===== src/rtl/uart_rx_fifo.sv =====
// 8N1 UART receiver (LSB first) with a small byte FIFO on a valid/ready stream.
// rxd is double-synchronised; all samples fall at bit centres after the start edge.
module uart_rx_fifo #(
   parameter int unsigned CLK_FREQUENCY   = 96_000_000,
   parameter int unsigned BAUD            = 12_000_000,
   parameter int unsigned FIFO_DEPTH_LOG2 = 2
) (
   input  logic                       clk,
   input  logic                       reset_n,
   input  logic                       rxd,
   output logic [7:0]                 out_data,
   output logic                       out_valid,
   input  logic                       out_ready,
   output logic                       frame_err,
   output logic                       overrun,
   output logic                       busy,
   output logic [FIFO_DEPTH_LOG2:0]   fill
);

   localparam int unsigned CLKS_PER_BIT = CLK_FREQUENCY / BAUD;
   localparam int unsigned CNT_W        = $clog2(CLKS_PER_BIT);
   localparam int unsigned PTR_W        = FIFO_DEPTH_LOG2;
   localparam int unsigned FILL_W       = FIFO_DEPTH_LOG2 + 1;
   localparam int unsigned DEPTH        = 2 ** FIFO_DEPTH_LOG2;

   localparam logic [CNT_W-1:0]  CNT_LAST  = CNT_W'(CLKS_PER_BIT - 1);
   localparam logic [CNT_W-1:0]  CNT_HALF  = CNT_W'(CLKS_PER_BIT / 2 - 1);
   localparam logic [FILL_W-1:0] FILL_FULL = FILL_W'(DEPTH);

   typedef enum logic [2:0] {
      ST_IDLE,
      ST_START,
      ST_DATA,
      ST_STOP,
      ST_BREAK
   } state_t;

   state_t            state;
   state_t            state_nxt;
   logic              rx_meta;
   logic              rx_s;
   logic [CNT_W-1:0]  cnt;
   logic [2:0]        bit_idx;
   logic [7:0]        shreg;
   logic              cnt_last;
   logic              cnt_half;
   logic              bit_strobe;
   logic              commit;
   logic              bad_stop;
   logic              wr_en_q;
   logic [7:0]        wr_data_q;

   logic [7:0]        mem [DEPTH];
   logic [PTR_W-1:0]  wr_ptr;
   logic [PTR_W-1:0]  rd_ptr;
   logic [PTR_W-1:0]  rd_ptr_nxt;
   logic              full;
   logic              pop;
   logic              do_write;

   always_ff @(posedge clk or negedge reset_n) begin
      if (!reset_n) begin
         rx_meta <= 1'b1;
         rx_s    <= 1'b1;
      end else begin
         rx_meta <= rxd;
         rx_s    <= rx_meta;
      end
   end

   assign cnt_last = (cnt == CNT_LAST);
   assign cnt_half = (cnt == CNT_HALF);

   always_ff @(posedge clk or negedge reset_n) begin
      if (!reset_n) state <= ST_IDLE;
      else          state <= state_nxt;
   end

   always_comb begin
      state_nxt = state;
      case (state)
         ST_IDLE:  if (!rx_s) state_nxt = ST_START;
         ST_START: if (cnt_half) state_nxt = rx_s ? ST_IDLE : ST_DATA;
         ST_DATA:  if (cnt_last && bit_idx == 3'd7) state_nxt = ST_STOP;
         ST_STOP:  if (cnt_last) state_nxt = rx_s ? ST_IDLE : ST_BREAK;
         ST_BREAK: if (rx_s) state_nxt = ST_IDLE;
         default:  state_nxt = ST_IDLE;
      endcase
   end

   always_comb begin
      busy       = (state != ST_IDLE);
      bit_strobe = (state == ST_DATA) && cnt_last;
      commit     = (state == ST_STOP) && cnt_last && rx_s;
      bad_stop   = (state == ST_STOP) && cnt_last && !rx_s;
   end

   always_ff @(posedge clk or negedge reset_n) begin
      if (!reset_n) begin
         cnt     <= '0;
         bit_idx <= '0;
         shreg   <= '0;
      end else begin
         if (state_nxt != state || cnt_last)
            cnt <= '0;
         else if (state == ST_START || state == ST_DATA || state == ST_STOP)
            cnt <= cnt + CNT_W'(1);

         if (state == ST_START)
            bit_idx <= '0;
         else if (bit_strobe)
            bit_idx <= bit_idx + 3'd1;

         if (bit_strobe)
            shreg[bit_idx] <= rx_s;
      end
   end

   always_ff @(posedge clk or negedge reset_n) begin
      if (!reset_n) begin
         wr_en_q   <= 1'b0;
         wr_data_q <= '0;
         frame_err <= 1'b0;
      end else begin
         wr_en_q   <= commit;
         frame_err <= bad_stop;
         if (commit) wr_data_q <= shreg;
      end
   end

   assign full       = (fill == FILL_FULL);
   assign out_valid  = (fill != '0);
   assign pop        = out_valid && out_ready;
   assign do_write   = wr_en_q && (!full || pop);
   assign rd_ptr_nxt = pop ? rd_ptr + PTR_W'(1) : rd_ptr;

   always_ff @(posedge clk) begin
      if (do_write) mem[wr_ptr] <= wr_data_q;
   end

   always_ff @(posedge clk or negedge reset_n) begin
      if (!reset_n) begin
         wr_ptr   <= '0;
         rd_ptr   <= '0;
         fill     <= '0;
         out_data <= '0;
         overrun  <= 1'b0;
      end else begin
         if (do_write) wr_ptr <= wr_ptr + PTR_W'(1);
         rd_ptr <= rd_ptr_nxt;
         case ({do_write, pop})
            2'b10:   fill <= fill + FILL_W'(1);
            2'b01:   fill <= fill - FILL_W'(1);
            default: fill <= fill;
         endcase
         // Registered head: bypass the incoming byte when it lands in the next head slot.
         if (do_write && rd_ptr_nxt == wr_ptr) out_data <= wr_data_q;
         else                                  out_data <= mem[rd_ptr_nxt];
         overrun <= wr_en_q && full && !pop;
      end
   end

endmodule


===== config.mk =====
export PLATFORM = sky130hd
export DESIGN_NAME = uart_rx_fifo
export DESIGN_NICKNAME = d
export VERILOG_FILES = /design/src/rtl/uart_rx_fifo.sv
export SDC_FILE = /design/constraint.sdc
export NUM_CORES = 1
export LEC_CHECK = 0
export CAP_MARGIN = 20
export CORE_AREA = 5 5 116 118
export DETAILED_ROUTE_END_ITERATION = 8
export DIE_AREA = 0 0 121 123
export GPL_TIMING_DRIVEN = 1
export PLACE_DENSITY = 0.57
export SLEW_MARGIN = 10
export SYNTH_ARGS = -nofsm -noshare
export SYNTH_HDL_FRONTEND = slang
export SYNTH_SLANG_ARGS = --single-unit

===== constraint.sdc =====
create_clock -name clk -period 6.9 [get_ports clk]
set_clock_uncertainty 0.1 [all_clocks]
set_input_delay 1.035 -clock clk [delete_from_list [all_inputs] [get_ports clk]]
set_output_delay 1.035 -clock clk [all_outputs]
set_load 0.01 [all_outputs]

==> impl_results.md, run 1 <==
* HP Start: rx_meta
* Vias at around 2300
* First drt pass iteration count at 4
* Aggregate global-route resource usage at between 10% and 20%
* I/O pin cnt at 19
* Hold WS at 0.2540 ns
* Synth top area cells: dfrtp_1 30%, edfxtp_1 27%, mux2_2 7.2%
* Logic gate share of total power at between 30% and 40%
* Number of global-route vias before repair at about 2300
* Post-Synthesis Cells at 289
* NetSw at approximately 0.53 mW
* Worst Tran Pin Value at slightly above 0.6 ns
* Residual DRC at 0
* Status: finished, final reports clean
* WP buf/inv at 2
* Critical path required time at 7.02 ns
* Core ar. at 12360 µm²
* Top cell type's share of synthesized area at between 20% and 30%
* Area of the die at between 10000 and 15000 µm²
* Cell area after layout at between 4000 and 5000 µm²
* Syn Area/Cell at 12.47 µm²
* Worst-Skew Late Latency at roughly 0.33 ns
* Initial drt markers at 65
* Antenna viol nets, final at 0
* Dpl hpwl at between 4 and 5 mm
* Vias/cell at between 4 and 5
* Routability cong. at slightly below 0.8
* Cell Chain, Critical Path: clkdlybuf4s50_1 > o31ai_4 > inv_2 > or3_1 > a41oi_4 > a221oi_1 > a21o_1
* Die height at around 120 µm
* Final Max Slew Viols at 0
* Hold depth at 0
* Yosys reg bits at a little under 80
* Post-synth EDFFs at 32
* Leak at roughly 1.7 nW
* Worst-path clk slew at approximately 0.060 ns
* CTS tree: yes
* Synth unique cells at between 40 and 50
* Post-CTS Hold Buffers at 0
* Cell Area, Synth at 3603 µm²
* Dominant synthesized flop cell: dfrtp_1
* Syn Nets at between 300 and 400
* P_int at about 1.2 mW
* Count leader, synth: dfrtp_1
* Maximum fanout along the worst path at 36
* Row cnt at between 40 and 50
* DR WL/cell at roughly 14 µm
* Post-synthesis sequential area ratio at ~58%
* H-tree levels at 3
* Postcts setup bufs at 0
* RR Endpoint: out_data[0]
* Inst Count DP at about 460
* CTS Buf Count at 9
* Clock Sinks at 77
* Max_cap viols at 0
* Min-Delay Path Class: flop to flop
* Maximum resistive drop on vdd at about 0.16 mV
* Longest Clk Path Bufs at 2
* Fillers at 1199
* Yosys top cell by area: dfrtp_1
* Port bufs at 18
* Period utilization at 47.37%
* Total grt overflow at 0
* Diode count at 0
* Clock share of power at a little under a third
* Crit path kind: input pin to flop
* Hold Path Sink: rx_s
* Critical path startpoint category: input pin
* Minimum clock period at 3.269 ns
* Starting density of the core at between 20% and 30%
* Area growth, synth to finish at 19.27%
* DP Area at ~3900 µm²
* FMAX at 305.9 MHz
* RSZ-0062 raised after global routing: false
* Layout Cells excl Fill at roughly 480
* Largest net degree at the start of global routing at 46
* Crit path max-delay family: compound AO/OA/AOI/OAI gates
* Crit path max-delay cell type: a41oi_4
* Ys async rst share at roughly three fifths
* Routed wire length at 6.911 mm
* P per Cell Area at 397.0 nW/µm²
* Net count, final at 316
* Commonest cells post-synth: 43 x dfrtp_1, 32 x edfxtp_1, 23 x mux2_2
* Layout cell share with drive strength beyond 1 at roughly 16%
* R2R Path Start: fill[1]
* Global-route wire length before repair at between 10 and 15 mm
* R2R depth at 6
* Arrival @ worst endpoint at around 3.4 ns
* CTS resizes at 0
* Register-to-register setup slack at 3.95 ns
* Final setup fails at 0
* Slew headroom at between 50% and 60%
* Die width at 121 µm
* Sequential power share at between 30% and 40%
* Sw Share at 31.18%
* Ys Warns at 0
* Critical Path Sink Type: flop
* Initial antenna violation count at 0
* Power Total at 1.706 mW
* Clk root buf: clkbuf_16
* Worst path max stage delay at between 0.5 and 0.6 ns
* Setup TNS at 0 ns
* Final hold vios at 0
[through the flow]
stage / setup slack (ns) / utilization, %
after global placement: 3.300 / 31.73
after global routing: 3.438 / 34.76
after CTS: 3.607 / 34.54
final: 3.631 / 34.76
after detailed placement: 3.263 / 31.73
after floorplan: 4.014 / -
[logic make-up (layout without fill, tap and decap cells)]
family,count (synthesis),after routing,share of synthesized area [%]
compound gates,54,54,12.22
xor+xnor,8,8,1.945
fa+ha+maj,11,11,4.028
buf+inv,30,47,3.437
flops,77,77,57.99
mux,25,25,7.743
simple gates,84,84,12.64
[worst max path at each step]
stage | startpoint | to | cells past startpoint
5_1_grt | out_ready | fill[2] | 10
2_1_floorplan | out_ready | fill[2] | 10
4_1_cts | out_ready | out_data[0] | 7
6_report | out_ready | out_data[0] | 7
3_5_place_dp | out_ready | out_data[6] | 7
3_3_place_gp | out_ready | out_data[0] | 7
[placed cells by master, fill, tap and decap left out, types with 2 or more instances in the layout]
master	instances
a211oi_1	4
a21o_1	7
a21oi_1	4
a221oi_1	7
a22o_1	3
a32o_1	2
and2_1	5
buf_4	2
bufinv_16	3
clkbuf_16	9
clkdlybuf4s50_1	17
clkinvlp_4	2
dfrtp_1	43
dfstp_2	2
edfxtp_1	32
ha_1	10
inv_1	9
mux2_2	23
mux2i_1	2
nand2_1	13
nand2b_1	3
nand3b_1	9
nor2_1	22
nor2b_1	2
nor3_1	8
nor3b_1	4
nor4b_1	2
o21ai_0	6
o221ai_1	7
o31ai_1	7
or3_1	10
or4_1	2
xnor2_1	5
xor2_1	3
[layer usage]
| metal | GRT usage (%) | wire, µm | up-vias |
|---|---|---|---|
| li1 | - | - | 1095 |
| met1 | 12.41 | 3218 | 1124 |
| met2 | 16.88 | 3422 | 35 |
| met3 | 2.928 | 197 | 4 |
| met4 | 3.470 | 74 | 0 |
| met5 | 0 | 0 | - |
[flip-flops by register name, summed over array words and instances (netlist names)]
register	cells
mem	32
shreg	8
out_data	8
wr_en_q	1
rd_ptr	2
rx_s	1
rx_meta	1
wr_data_q	8
wr_ptr	2
overrun	1
state	3
bit_idx	3
fill	3
frame_err	1
cnt	3
[power groups by stage]
stage	combinational [mW]	sequential (mW)	clock (mW)
final	0.549	0.617	0.540
after global routing	0.617	0.631	0.573
after floorplan	0.387	0.612	0
after CTS	0.515	0.639	0.555
after global placement	0.499	0.648	0
after detailed placement	0.511	0.648	0
[cell type report]
| type | instances | area (µm²) | area share, % |
|---|---|---|---|
| repair buffers | 21 | 217.7 | 5.066 |
| clock inverters | 7 | 122.6 | 2.853 |
| flip-flops and latches | 77 | 2090 | 48.62 |
| clock buffers | 9 | 225.2 | 5.240 |
| well taps | 172 | 215.2 | 5.007 |
| inverters | 10 | 37.54 | 0.8734 |
| multi-input cells | 182 | 1390 | 32.34 |
No activity file was read; power rests on OpenSTA's default activity.
==> run 2: changes to the inputs <==
==> constraint.sdc (replaced) <==
create_clock -name clk -period 3.3 [get_ports clk]
set_clock_uncertainty 0.1 [all_clocks]
set_input_delay 0.495 -clock clk [delete_from_list [all_inputs] [get_ports clk]]
set_output_delay 0.495 -clock clk [all_outputs]
set_load 0.01 [all_outputs]
==> run 2 against run 1 <==
Effect of this change: total power increased by 100%; critical path depth down 1; global-route usage about the same; clock power increased by 96%; via count is essentially flat; critical path type is now flop to flop; critical endpoint is now out_data[4].
==> impl_results.md, run 2 (synthesis gave the netlist of run 1 again) <==
* Vias/cell at between 4 and 5
* CTS tree: yes
* Longest Clk Path Bufs at 2
* Setup TNS at 0 ns
* Clk root buf: clkbuf_16
* Global-route wire length before repair at approximately 12 mm
* Power Total at around 3.5 mW
* Period utilization at a little over 80%
* Post-place setup slack at roughly 0.31 ns
* Area of the die at around 15000 µm²
* Dpl hpwl at around 4.5 mm
* FMAX at around 370 MHz
* Core ar. at about 12000 µm²
* Arrival @ worst endpoint at about 2.9 ns
* Diode count at 0
* Setup ws final at around 0.56 ns
* P per Cell Area at between 800 and 900 nW/µm²
* Aggregate global-route resource usage at 10.09%
* Number of global-route vias before repair at ~2300
* RSZ-0062 raised after global routing: false
* Routed wire length at a little under 7 mm
* Starting density of the core at between 20% and 30%
* Postcts setup bufs at 0
* Max_cap viols at 0
* Layout cell share with drive strength beyond 1 at roughly 17%
* Largest Register: mem
* Max reg flops at 32
* First drt pass iteration count at 4
* Worst Tran Pin Value at around 0.67 ns
* H-tree levels at 3
* Worst-Skew Late Latency at between 0.3 and 0.4 ns
* Port bufs at 18
* Routability cong. at 0.7126
* Die width at around 120 µm
* CTS Buf Count at 9
* Antenna viol nets, final at 0
* Area growth, synth to finish at 18.96%
* Maximum resistive drop on vdd at 0.3437 mV
* Post-Route Utilization at between 30% and 40%
* Largest net degree at the start of global routing at 36
* Inst Count DP at 464
* DP Area at slightly below 4000 µm²
* Residual DRC at 0
* Initial antenna violation count at 0
* Post-CTS Hold Buffers at 0
* Initial drt markers at between 80 and 90
* Cell area after layout at 4287 µm²
* Min-Delay Path Class: input pin to asynchronous set/reset pin
* Final Max Slew Viols at 0
* Maximum fanout along the worst path at 15
* Vias at around 2300
* Worst-path clk slew at around 0.060 ns
* DR WL/cell at about 15 µm
* Slew headroom at between 50 and 60%
* Commonest non-fill, non-tap cell in the layout: dfrtp_1
* Layout Cells excl Fill at 480
* I/O pin cnt at 19
* Status: finished, final reports clean
* Final setup fails at 0
* Row cnt at a little over 40
* Leak at around 1.8 nW
* Total grt overflow at 0
* Die height at 123 µm
* CTS resizes at 0
* Hold WS at 0.05898 ns
* Critical path startpoint category: flop
* Critical Path Sink Type: flop
* Clock Sinks at 77
* Final hold vios at 0
* Minimum clock period at 2.737 ns
* Most frequent cells in the layout: 43 x dfrtp_1, 32 x edfxtp_1, 23 x mux2_2, 22 x nor2_1, 17 x clkdlybuf4s50_1
* Crit path kind: flop to flop
* Net count, final at about 320
* Critical path required time at between 3 and 4 ns
run 2: path summary, 6_finish.rpt:
| kind | from | endpoint | slack, ns | depth (start not counted) |
|---|---|---|---|---|
| setup / recovery | fill[1] | out_data[4] | 0.56 | 6 |
| hold / removal | reset_n | bit_idx[1] | 0.06 | 1 |
| setup reg to reg | fill[1] | out_data[4] | 0.56 | 6 |
| hold reg to reg | rx_meta | rx_s | 0.26 | 0 |
| max in group asynchronous | reset_n | overrun | 2.51 | 2 |
| min in group clk | rx_meta | rx_s | 0.26 | 0 |
run 2: final cells by class:
| cell class | count | area, µm² |
|---|---|---|
| Inverter | 10 | 37.54 |
| Clock inverter | 4 | 50.05 |
| Timing Repair Buffer | 23 | 225.2 |
| Fill cell | 1225 | 8077 |
| Clock buffer | 12 | 279.0 |
| Tap cell | 172 | 215.2 |
| Sequential cell | 77 | 2090 |
| Multi-Input combinational cell | 182 | 1390 |
run 2: worst max-delay path: stages (launching register included):
cell	delay, ns
dfrtp_1	0.46
o31ai_4	0.65
inv_2	0.13
or3_1	0.44
a41oi_4	0.54
a221oi_1	0.11
a21o_1	0.19
run 2: layer usage:
layer	global-route usage, %	up-vias	part of all wire [%]
li1	-	1098	-
met1	12.34	1126	46
met2	17.09	29	51
met3	3.431	6	2.9
met4	2.691	0	0.89
met5	0	-	0
run 2: where the power goes:
group	internal [mW]	total, mW	switching (mW)
sequential	1.14	1.28	0.144
combinational	0.557	1.13	0.570
clock	0.678	1.06	0.383
==> run 3: changes to the inputs <==
==> constraint.sdc (replaced) <==
create_clock -name clk -period 2.8 [get_ports clk]
set_clock_uncertainty 0.1 [all_clocks]
set_input_delay 0.42 -clock clk [delete_from_list [all_inputs] [get_ports clk]]
set_output_delay 0.42 -clock clk [all_outputs]
set_load 0.01 [all_outputs]
==> run 3 against run 2 <==
Effect of this change: sequential share of layout area about the same; routed wire length up 1.7%; fmax up 14%; clock power up 14%; sequential cell count unchanged; non-clock buffer count up 3; global-route usage up 0.18 points; clock-buffer cell count unchanged; worst hold slack better by 0.052 ns; die area unchanged.
==> impl_results.md, run 3 (synthesis gave the netlist of run 1 again) <==
* Die height at 123 µm
* Vias at between 2000 and 2500
* RR Endpoint: shreg[4]
* Area growth, synth to finish at 19.03%
* Vias/cell at ~4.8
* Post-Route Utilization at a little over a third
* Arrival @ worst endpoint at 2.51 ns
* R2R depth at 6
* Fillers at 1220
* Dpl hpwl at ~4.4 mm
* Max_cap viols at 0
* Largest Register: mem
* Worst path max stage delay at 0.50 ns
* Crit path max-delay cell type: or4_1
* Worst-path clk slew at about 0.060 ns
* First drt pass iteration count at 4
* Min-Delay Path Class: input pin to asynchronous set/reset pin
* Multi-input logic area at roughly 1400 µm²
* Routed wire length at roughly 7 mm
* CTS Buf Count at 9
* Crit path from: cnt[0]
* Largest net degree at the start of global routing at 37
* RSZ-0062 raised after global routing: false
* Crit path kind: flop to flop
* Most Frequent Cell on Critical Path: ha_1
* CTS resizes at 0
* Final Max Slew Viols at 0
* Slew headroom at approximately two fifths
* FF+latch area at 2090 µm²
* Maximum resistive drop on vdd at approximately 0.37 mV
* Power Total at 4.074 mW
* Period utilization at between 80 and 90%
* Row cnt at 41
* Initial drt markers at just under 70
* Layout cell share with drive strength beyond 1 at between 15 and 20%
* Worst-Skew Late Latency at roughly 0.33 ns
* Critical path required time at about 2.9 ns
* Die width at about 120 µm
* Commonest non-fill, non-tap cell in the layout: dfrtp_1
* Cell Chain, Critical Path: ha_1 > ha_1 > nand2_1 > or4_1 > nor3b_1 > mux2_2
* Area of the die at about 15000 µm²
* Starting density of the core at just under 30%
* Most frequent cells in the layout: 43 x dfrtp_1, 32 x edfxtp_1, 23 x mux2_2, 22 x nor2_1, 17 x clkdlybuf4s50_1
* I/O pin cnt at 19
* Critical Path Sink Type: flop
* DR WL/cell at between 10 and 15 µm
* H-tree levels at 3
* Diode count at 0
* Leak at around 1.7 nW
* P per Cell Area at ~950 nW/µm²
* Minimum clock period at 2.399 ns
* Maximum fanout along the worst path at 8
* Initial antenna violation count at 0
* Status: finished, final reports clean
* Postcts setup bufs at 0
* Core ar. at 12360 µm²
* Total grt overflow at 0
* Longest Clk Path Bufs at 2
* Aggregate global-route resource usage at around a tenth
* Port bufs at 18
* CTS tree: yes
* Net count, final at ~320
* Clock Sinks at between 70 and 80
* Critical path startpoint category: flop
* Clk root buf: clkbuf_16
* Setup TNS at 0 ns
* Max reg flops at 32
* Register-to-register setup slack at roughly 0.40 ns
* R2R Path Start: cnt[0]
* Antenna viol nets, final at 0
* Number of global-route vias before repair at around 2400
* Final hold vios at 0
* Worst Tran Pin Value at roughly 0.87 ns
* Global-route wire length before repair at 12.08 mm
* FMAX at between 400 and 500 MHz
* Routability cong. at 0.7633
* Final setup fails at 0
* Post-CTS Hold Buffers at 0
* Residual DRC at 0
## run 3: cell types whose count changed in the layout (fill, tap and decap cells not counted)
cell	previous run	this run
buf_4	4	7
clkbuf_1	1	3
clkbuf_16	11	9
bufinv_16	1	2
clkinv_1	0	1
clkinv_2	1	0
inv_4	1	0
## run 3: critical path: cells and delay by family (launching register included)
kind                       cells  cell delay [ns]
adders and majority gates      2             0.50
DFF                            1             0.37
muxes                          1             0.37
and+or+nand+nor                3             0.94
## run 3: how the worst max path moves through the flow
| stage | slack, ns | endpoint |
|---|---|---|
| after CTS | 0.38 | shreg[4] |
| after global routing | 0.27 | shreg[4] |
| after floorplan | 0.42 | fill[2] |
| final | 0.40 | shreg[4] |
| after global placement | 0.16 | fill[2] |
| after detailed placement | 0.1 | fill[2] |
## run 3: final cells by class
class,count,area share (%)
Clock buffer,12,5.513
Timing Repair Buffer,26,5.776
Clock inverter,4,1.692
Tap cell,172,5.017
Inverter,10,0.8751
Sequential cell,77,48.72
Multi-Input combinational cell,182,32.41
## run 3: metal layers
layer	up-vias	share of wire, %	GRT usage, %
li1	1105	-	-
met1	1166	46	13.20
met2	37	48	16.60
met3	14	3.5	2.425
met4	0	2.2	4.462
met5	-	0	0
## run 3: where the power goes
group          total (mW)  internal [mW]  switching [mW]  leakage, nW
sequential           1.51           1.34           0.170        0.904
clock                1.21          0.780           0.434        0.148
combinational        1.35          0.661           0.687        0.697
total                4.07           2.78            1.29         1.75
## run 3: through the flow
step | setup WS, ns | std cells | area, µm² | hold slack (ns)
floorplan | 0.4188 | 289 | 3603 | 0.02441
global placement | 0.1624 | 467 | 3980 | 0.2459
detailed placement | 0.09567 | 467 | 3980 | 0.2543
CTS | 0.3782 | 483 | 4289 | 0.1514
global route | 0.2707 | 483 | 4289 | 0.2021
finish | 0.4007 | 483 | 4289 | 0.1108
